<file path="config.mk">
export PLATFORM = sky130hd
export DESIGN_NAME = ldm_stm_sequencer_flat
export DESIGN_NICKNAME = d
export VERILOG_FILES = /design/src/rtl/ldm_stm_sequencer_pkg.sv /design/src/rtl/ldm_stm_sequencer_if.sv /design/src/rtl/ldm_stm_sequencer_lowest_set_bit16.sv /design/src/rtl/ldm_stm_sequencer.sv /design/src/flat_wrapper.sv
export SDC_FILE = /design/constraint.sdc
export NUM_CORES = 1
export LEC_CHECK = 0
export ABC_AREA = 1
export CAP_MARGIN = 10
export CORE_AREA = 2 2 115 172
export DETAILED_ROUTE_END_ITERATION = 10
export DIE_AREA = 0 0 117 174
export PLACE_DENSITY = 0.9
export RECOVER_POWER = 100
export SLEW_MARGIN = 25
export SYNTH_ARGS = -nofsm -noshare
export SYNTH_HDL_FRONTEND = slang
export SYNTH_SLANG_ARGS = --single-unit
</file>
<file path="constraint.sdc">
create_clock -name CLK -period 23.3 [get_ports CLK]
set_input_delay 6.99 -clock CLK [delete_from_list [all_inputs] [get_ports CLK]]
set_output_delay 6.99 -clock CLK [all_outputs]
set_load 0.005 [all_outputs]
</file>
<file path="src/rtl/ldm_stm_sequencer_pkg.sv">
// Shared types, constants and helpers for the LDM/STM block-transfer sequencer.
package ldm_stm_sequencer_pkg;

  typedef enum logic [1:0] {
    IDLE,
    XFER,
    WBACK,
    FIN
  } state_t;

  localparam int unsigned WORD_BYTES = 4;
  localparam logic [3:0]  PC_IDX     = 4'd15;

  // Number of registers named in a 16-bit register list.
  function automatic logic [4:0] popcount16(input logic [15:0] v);
    logic [4:0] c;
    c = '0;
    for (int unsigned i = 0; i < 16; i++) begin
      c = c + 5'(v[i]);
    end
    return c;
  endfunction

endpackage

</file>
<file path="src/rtl/ldm_stm_sequencer_if.sv">
// Control, register-file and data-memory signals seen by the sequencer.
interface ldm_stm_sequencer_if #(parameter int unsigned W = 32);

  logic         START;
  logic         IS_LOAD;
  logic         UP;
  logic         PRE;
  logic         WB_EN;
  logic [3:0]   BASE_REG;
  logic [W-1:0] BASE_ADDR;
  logic [15:0]  REG_LIST;
  logic [W-1:0] RF_DO;
  logic [W-1:0] MEM_RD;

  logic [3:0]   RF_AD;
  logic [3:0]   RF_WAD;
  logic [W-1:0] RF_WDI;
  logic         RF_WE;
  logic         PC_WE;
  logic [W-1:0] PC_WD;
  logic [W-1:0] MEM_ADDR;
  logic         MEM_WE;
  logic [W-1:0] MEM_WD;
  logic         BUSY;
  logic         DONE;

  // Decode unit, register file and memory side.
  modport master (
    output START, IS_LOAD, UP, PRE, WB_EN, BASE_REG, BASE_ADDR, REG_LIST,
           RF_DO, MEM_RD,
    input  RF_AD, RF_WAD, RF_WDI, RF_WE, PC_WE, PC_WD,
           MEM_ADDR, MEM_WE, MEM_WD, BUSY, DONE
  );

  // Sequencer side.
  modport slave (
    input  START, IS_LOAD, UP, PRE, WB_EN, BASE_REG, BASE_ADDR, REG_LIST,
           RF_DO, MEM_RD,
    output RF_AD, RF_WAD, RF_WDI, RF_WE, PC_WE, PC_WD,
           MEM_ADDR, MEM_WE, MEM_WD, BUSY, DONE
  );

endinterface

</file>
<file path="src/rtl/ldm_stm_sequencer_lowest_set_bit16.sv">
// Combinational 16-to-4 priority encoder: index of the lowest set bit.
module lowest_set_bit16 (
  input  logic [15:0] bits,
  output logic [3:0]  idx,
  output logic        valid
);

  // Scan upward, keeping the first set bit found.
  always_comb begin
    idx   = '0;
    valid = 1'b0;
    for (int unsigned i = 0; i < 16; i++) begin
      if (bits[i] && !valid) begin
        idx   = 4'(i);
        valid = 1'b1;
      end
    end
  end

endmodule

</file>
<file path="src/rtl/ldm_stm_sequencer.sv">
// LDM/STM sequencer: walks a register list lowest index first, one transfer
// per cycle, then optionally writes the final address back to the base.
import ldm_stm_sequencer_pkg::*;

module ldm_stm_sequencer #(
  parameter int unsigned W = 32
) (
  input logic               CLK,
  input logic               RESET,
  ldm_stm_sequencer_if.slave bus
);

  state_t       state, state_nx;
  logic [15:0]  rem_list;
  logic         is_load_q;
  logic         wb_ok_q;
  logic [3:0]   base_reg_q;
  logic [W-1:0] cur_addr;
  logic [W-1:0] final_addr;

  logic [4:0]   n_cnt;
  logic [W-1:0] span;
  logic [W-1:0] start_addr;
  logic [W-1:0] end_addr;
  logic         wb_ok;
  logic [15:0]  rem_next;
  logic [3:0]   idx;
  logic         idx_valid;

  lowest_set_bit16 u_lsb (
    .bits  (rem_list),
    .idx   (idx),
    .valid (idx_valid)
  );

  // rem & (rem-1) drops the lowest set bit, i.e. the register just transferred.
  assign rem_next = rem_list & (rem_list - 16'd1);

  // Transfer geometry derived from the inputs presented with START.
  always_comb begin
    n_cnt    = popcount16(bus.REG_LIST);
    span     = W'(n_cnt) * W'(WORD_BYTES);
    end_addr = bus.UP ? bus.BASE_ADDR + span : bus.BASE_ADDR - span;
    if (bus.UP) begin
      start_addr = bus.PRE ? bus.BASE_ADDR + W'(WORD_BYTES) : bus.BASE_ADDR;
    end else begin
      start_addr = bus.PRE ? bus.BASE_ADDR - span
                           : bus.BASE_ADDR - span + W'(WORD_BYTES);
    end
    wb_ok = bus.WB_EN && !(bus.IS_LOAD && bus.REG_LIST[bus.BASE_REG])
            && (bus.BASE_REG != PC_IDX);
  end

  // State register.
  always_ff @(posedge CLK) begin
    if (RESET) state <= IDLE;
    else       state <= state_nx;
  end

  // Operation capture on accepted START and per-transfer list/address advance.
  always_ff @(posedge CLK) begin
    if (RESET) begin
      rem_list   <= '0;
      is_load_q  <= 1'b0;
      wb_ok_q    <= 1'b0;
      base_reg_q <= '0;
      cur_addr   <= '0;
      final_addr <= '0;
    end else if (state == IDLE && bus.START) begin
      rem_list   <= bus.REG_LIST;
      is_load_q  <= bus.IS_LOAD;
      wb_ok_q    <= wb_ok;
      base_reg_q <= bus.BASE_REG;
      cur_addr   <= start_addr;
      final_addr <= end_addr;
    end else if (state == XFER) begin
      rem_list   <= rem_next;
      cur_addr   <= cur_addr + W'(WORD_BYTES);
    end
  end

  // Next-state and Moore strobes; everything idles at zero outside its state.
  always_comb begin
    state_nx     = state;
    bus.RF_AD    = '0;
    bus.RF_WAD   = '0;
    bus.RF_WDI   = '0;
    bus.RF_WE    = 1'b0;
    bus.PC_WE    = 1'b0;
    bus.PC_WD    = '0;
    bus.MEM_ADDR = '0;
    bus.MEM_WE   = 1'b0;
    bus.MEM_WD   = '0;
    bus.BUSY     = 1'b0;
    bus.DONE     = 1'b0;
    case (state)
      IDLE: begin
        if (bus.START) state_nx = (n_cnt == 5'd0) ? FIN : XFER;
      end
      XFER: begin
        bus.BUSY     = 1'b1;
        bus.MEM_ADDR = cur_addr;
        if (idx_valid) begin
          if (!is_load_q) begin
            bus.RF_AD  = idx;
            bus.MEM_WD = bus.RF_DO;
            bus.MEM_WE = 1'b1;
          end else if (idx == PC_IDX) begin
            bus.PC_WD  = bus.MEM_RD;
            bus.PC_WE  = 1'b1;
          end else begin
            bus.RF_WAD = idx;
            bus.RF_WDI = bus.MEM_RD;
            bus.RF_WE  = 1'b1;
          end
        end
        if (!idx_valid || rem_next == 16'd0) state_nx = wb_ok_q ? WBACK : FIN;
      end
      WBACK: begin
        bus.BUSY   = 1'b1;
        bus.RF_WAD = base_reg_q;
        bus.RF_WDI = final_addr;
        bus.RF_WE  = 1'b1;
        state_nx   = FIN;
      end
      FIN: begin
        bus.DONE = 1'b1;
        state_nx = IDLE;
      end
      default: state_nx = IDLE;
    endcase
  end

endmodule

</file>
<file path="src/flat_wrapper.sv">
// flat-port wrapper written by rule: the top's interface ports become plain ports
module ldm_stm_sequencer_flat 
#(
  parameter int unsigned W = 32
)
  (CLK, RESET, bus_START, bus_IS_LOAD, bus_UP, bus_PRE, bus_WB_EN, bus_BASE_REG, bus_BASE_ADDR, bus_REG_LIST, bus_RF_DO, bus_MEM_RD, bus_RF_AD, bus_RF_WAD, bus_RF_WDI, bus_RF_WE, bus_PC_WE, bus_PC_WD, bus_MEM_ADDR, bus_MEM_WE, bus_MEM_WD, bus_BUSY, bus_DONE);
  ldm_stm_sequencer_if #(.W(W)) bus_i ();
  input logic CLK;
  input logic RESET;
  input wire logic [$bits(bus_i.START)-1:0] bus_START;
  input wire logic [$bits(bus_i.IS_LOAD)-1:0] bus_IS_LOAD;
  input wire logic [$bits(bus_i.UP)-1:0] bus_UP;
  input wire logic [$bits(bus_i.PRE)-1:0] bus_PRE;
  input wire logic [$bits(bus_i.WB_EN)-1:0] bus_WB_EN;
  input wire logic [$bits(bus_i.BASE_REG)-1:0] bus_BASE_REG;
  input wire logic [$bits(bus_i.BASE_ADDR)-1:0] bus_BASE_ADDR;
  input wire logic [$bits(bus_i.REG_LIST)-1:0] bus_REG_LIST;
  input wire logic [$bits(bus_i.RF_DO)-1:0] bus_RF_DO;
  input wire logic [$bits(bus_i.MEM_RD)-1:0] bus_MEM_RD;
  output wire logic [$bits(bus_i.RF_AD)-1:0] bus_RF_AD;
  output wire logic [$bits(bus_i.RF_WAD)-1:0] bus_RF_WAD;
  output wire logic [$bits(bus_i.RF_WDI)-1:0] bus_RF_WDI;
  output wire logic [$bits(bus_i.RF_WE)-1:0] bus_RF_WE;
  output wire logic [$bits(bus_i.PC_WE)-1:0] bus_PC_WE;
  output wire logic [$bits(bus_i.PC_WD)-1:0] bus_PC_WD;
  output wire logic [$bits(bus_i.MEM_ADDR)-1:0] bus_MEM_ADDR;
  output wire logic [$bits(bus_i.MEM_WE)-1:0] bus_MEM_WE;
  output wire logic [$bits(bus_i.MEM_WD)-1:0] bus_MEM_WD;
  output wire logic [$bits(bus_i.BUSY)-1:0] bus_BUSY;
  output wire logic [$bits(bus_i.DONE)-1:0] bus_DONE;
  assign bus_i.START = bus_START;
  assign bus_i.IS_LOAD = bus_IS_LOAD;
  assign bus_i.UP = bus_UP;
  assign bus_i.PRE = bus_PRE;
  assign bus_i.WB_EN = bus_WB_EN;
  assign bus_i.BASE_REG = bus_BASE_REG;
  assign bus_i.BASE_ADDR = bus_BASE_ADDR;
  assign bus_i.REG_LIST = bus_REG_LIST;
  assign bus_i.RF_DO = bus_RF_DO;
  assign bus_i.MEM_RD = bus_MEM_RD;
  assign bus_RF_AD = bus_i.RF_AD;
  assign bus_RF_WAD = bus_i.RF_WAD;
  assign bus_RF_WDI = bus_i.RF_WDI;
  assign bus_RF_WE = bus_i.RF_WE;
  assign bus_PC_WE = bus_i.PC_WE;
  assign bus_PC_WD = bus_i.PC_WD;
  assign bus_MEM_ADDR = bus_i.MEM_ADDR;
  assign bus_MEM_WE = bus_i.MEM_WE;
  assign bus_MEM_WD = bus_i.MEM_WD;
  assign bus_BUSY = bus_i.BUSY;
  assign bus_DONE = bus_i.DONE;
  ldm_stm_sequencer #(.W(W)) u_core (.CLK(CLK), .RESET(RESET), .bus(bus_i));
endmodule
</file>
==> key figures <==
Run status
  – Status: finished with violations
  – Failing checks: max-capacitance violations, max-slew violations

Logic synthesis
  – Ys flop type: dfxtp_1
  – YS warnings: 0
  – Synth Area in Simple Gates: 0.4024
  – Dominant cell type by area after synthesis: dfxtp_1
  – Avg Cell Area, Syn: approximately 5.6 um2
  – EDFF count, synth: 0
  – Post-Synth XOR/XNOR Area: 0.03160
  – Main combinational cell family by area after synthesis: simple AND/OR/NAND/NOR gates
  – Sequential share of the synthesized area: 0.1724
  – Synth Cell Area: 0.01022 mm2
  – Synth Area in Adders: 0.05291
  – Yosys reg bits: 88
  – Synth async-reset ratio: 0
  – Complex-gate fraction of the synthesized area: 0.1851
  – Syn_nets: 1,996
  – Synth top area share: 0.1724
  – Mux share of post-synthesis cell area: 0.0009798
  – Netlist cell types: 54
  – Top cells by area, synth: dfxtp_1, nand2_1, inv_1
  – Synthesized instance count: between 1.5k and 2k

Place
  – Placed Cells incl. Taps: roughly 2.3k
  – Pre-CTS setup slack: 8.035 ns
  – Port-buffer cells: 263
  – Area after DPL: 0.01290 mm2
  – Hpwl dp: 32,870 um
  – GP Congestion: 1.093

Finish
  – Layout area overhead: 28.56%
  – NumNets Final: 2,200
  – Finished Layout Cells: 2,302
  – Most frequent cells in the layout: nand2_1, inv_1, nor2_1
  – ANT cells: 0
  – Fraction of layout cells with a size suffix above 1: 0.03372
  – Layout Utilization: 0.6910
  – Most common cell after layout, fill and taps aside: nand2_1
  – Design Area, Final: 0.01313 mm2

Clock network
  – CTS tree: done
  – CTS buffer count: 9
  – Clock sinks: roughly 90
  – # Post-CTS Setup Buffers: 0
  – Clk root buf: clkbuf_16
  – Resized cells post-CTS: 0
  – Cts hold-fix bufs: 0
  – Clock-pin slew on the worst setup and hold paths: 0.06 ns
  – Max clock buf depth: 2
  – Clock Latency Late Sink: around 0.35 ns
  – Total number of H-tree levels: 3

Routing
  – TritonRoute pass-1 iters: 6
  – Avg WL per Cell: between 15 and 20 um
  – Drc violations: 0
  – Vias: roughly 13k
  – 1st-iter DRT viols: approximately 1.5k
  – Post-route ant nets: 0
  – Detailed Route WL: 42,040 um
  – Via/cell ratio: 5.730

Power
  – Pwr Density: approximately 83 mW/mm2
  – Tot Pwr: about 1.1 mW
  – Max rail drop VDD: 0.09273 mV
  – Static leakage: 6.321 nW

Critical path
  – Worst R2R Path Depth: 11
  – Reg2reg end: u_core.cur_addr[25]
  – WS Path Type: input port to output port
  – Worst r2r src: u_core.state[0]
  – Critical path arrival: 8.43 ns
  – Worst-path maximum fanout: 1
  – Startpoint types: input port
  – Critical Path Sink Type: output port
  – Worst-path cell chain: dlygate4sd3_1, inv_1, nor2_1, clkdlybuf4s50_1
  – FF-to-FF setup slack: 17.02 ns
  – Worst path slowest cell: dlygate4sd3_1
  – Worst endpoint required time: 16.31 ns
  – Critical Path Max Stage Delay: 0.71 ns

STA
  – Fin Hold WS: 0.4696 ns
  – Fin Setup TNS: 0 ns
  – Setup Viol. Count Final: 0
  – Tmin final: 15.42 ns
  – RSZ-0062 raised after global routing: false
  – Slew HR: -0.9663
  – PnR worst setup slack: 7.881 ns
  – Final Hold Fails: 0
  – Least-Margin Pin Slew: 2.949 ns
  – Fin Clk Skew: 0.004241 ns
  – Period utilization: 0.6618
  – Max-slew violations: 188
  – Fmax: between 0.06 and 0.07 GHz

Global routing
  – First-pass GRT wire length: 63,600 um
  – Initial antenna violation count: 0
  – GRT Total Usage: 0.4035
  – GRT overflow: 0
  – Largest net degree at the start of global routing: 72
  – Via count of the first global-routing pass: 12.14k

Min path
  – WHS Path Cells: 2
  – Hold path start: u_core.final_addr[8]
  – Worst Hold Path EP: u_core.final_addr[8]
  – Hold crit path type: flip-flop to flip-flop

Floorplanning
  – Rows: 62
  – Starting Density: 0.5375
  – Die H: approximately 170 um
  – Core Area: 0.01901 mm2
  – Die Width: 117 um
  – Die Area: approximately 0.02 mm2
  – I/O pin total: around 260

Flow run
  – Number of max-cap violations: 4
==> worst max-delay path: cells and delay by family <==
kind	cells	cell delay, ns
buffers and inverters	3	1.32
and+or+nand+nor	1	0.11
==> layer usage <==
layer | routed length, um | vias to the layer above | part of all wire | track usage
met3 | 3596 | 212 | 0.086 | 0.06416
li1 | - | 6295 | - | -
met5 | 0 | - | 0 | 0
met1 | 14760 | 5914 | 0.35 | 0.4449
met4 | 3745 | 0 | 0.089 | 0.2975
met2 | 19940 | 769 | 0.47 | 0.6816
==> where the power goes <==
part / switching [mW] / internal, mW / leakage (nW) / total, mW
registers: 0.0462 / 0.195 / 0.726 / 0.241
logic: 0.449 / 0.235 / 5.44 / 0.684
clock network: 0.0620 / 0.0967 / 0.152 / 0.159
total: 0.557 / 0.527 / 6.32 / 1.08
==> synth_stat cells (6+ instances only) <==
| library cell | count |
|---|---|
| a21oi_1 | 122 |
| a31oi_1 | 29 |
| buf_2 | 14 |
| buf_4 | 7 |
| clkbuf_1 | 55 |
| dfxtp_1 | 88 |
| fa_1 | 12 |
| ha_1 | 24 |
| inv_1 | 310 |
| inv_2 | 9 |
| nand2_1 | 421 |
| nand2_2 | 11 |
| nand3_1 | 135 |
| nand3b_1 | 8 |
| nand4_1 | 31 |
| nor2_1 | 246 |
| nor2_2 | 16 |
| nor2_4 | 9 |
| nor3_1 | 36 |
| o211ai_1 | 38 |
| o21ai_0 | 111 |
| o221ai_1 | 6 |
| xnor2_1 | 9 |
| xor2_1 | 26 |
==> state kept, by name (all words and copies together), names as in the netlist <==
name,count
u_core.base_reg_q,4
u_core.cur_addr,32
u_core.final_addr,32
u_core.is_load_q,1
u_core.rem_list,16
u_core.state,2
u_core.wb_ok_q,1
==> cells by family after synthesis <==
logic type                 Yosys count
adders and majority gates           36
DFF                                 88
muxes                                1
xor gates and xnor gates            36
and+or+nand+nor                    938
AOI/OAI and AO/OA                  334
buffers and inverters              404
==> worst max-delay path by stage <==
stage                                 to           start
final                     bus_MEM_WD[22]   bus_RF_DO[22]
after global routing      bus_MEM_WD[22]   bus_RF_DO[22]
after CTS                 bus_RF_WDI[31]  bus_MEM_RD[31]
after detailed placement  bus_RF_WDI[31]  bus_MEM_RD[31]
after global placement     bus_RF_WDI[4]   bus_MEM_RD[4]
after floorplan            bus_RF_WDI[0]   bus_MEM_RD[0]
==> layout make-up <==
| class | instances | area [um2] |
|---|---|---|
| Clock buffer | 11 | 242.7 |
| Clock inverter | 5 | 80.08 |
| Fill cell | 1740 | 5872 |
| Inverter | 321 | 1205 |
| Multi-Input combinational cell | 1345 | 6825 |
| Sequential cell | 88 | 1762 |
| Tap cell | 256 | 320.3 |
| Timing Repair Buffer | 276 | 2699 |
(Power assumes the default switching activity.)
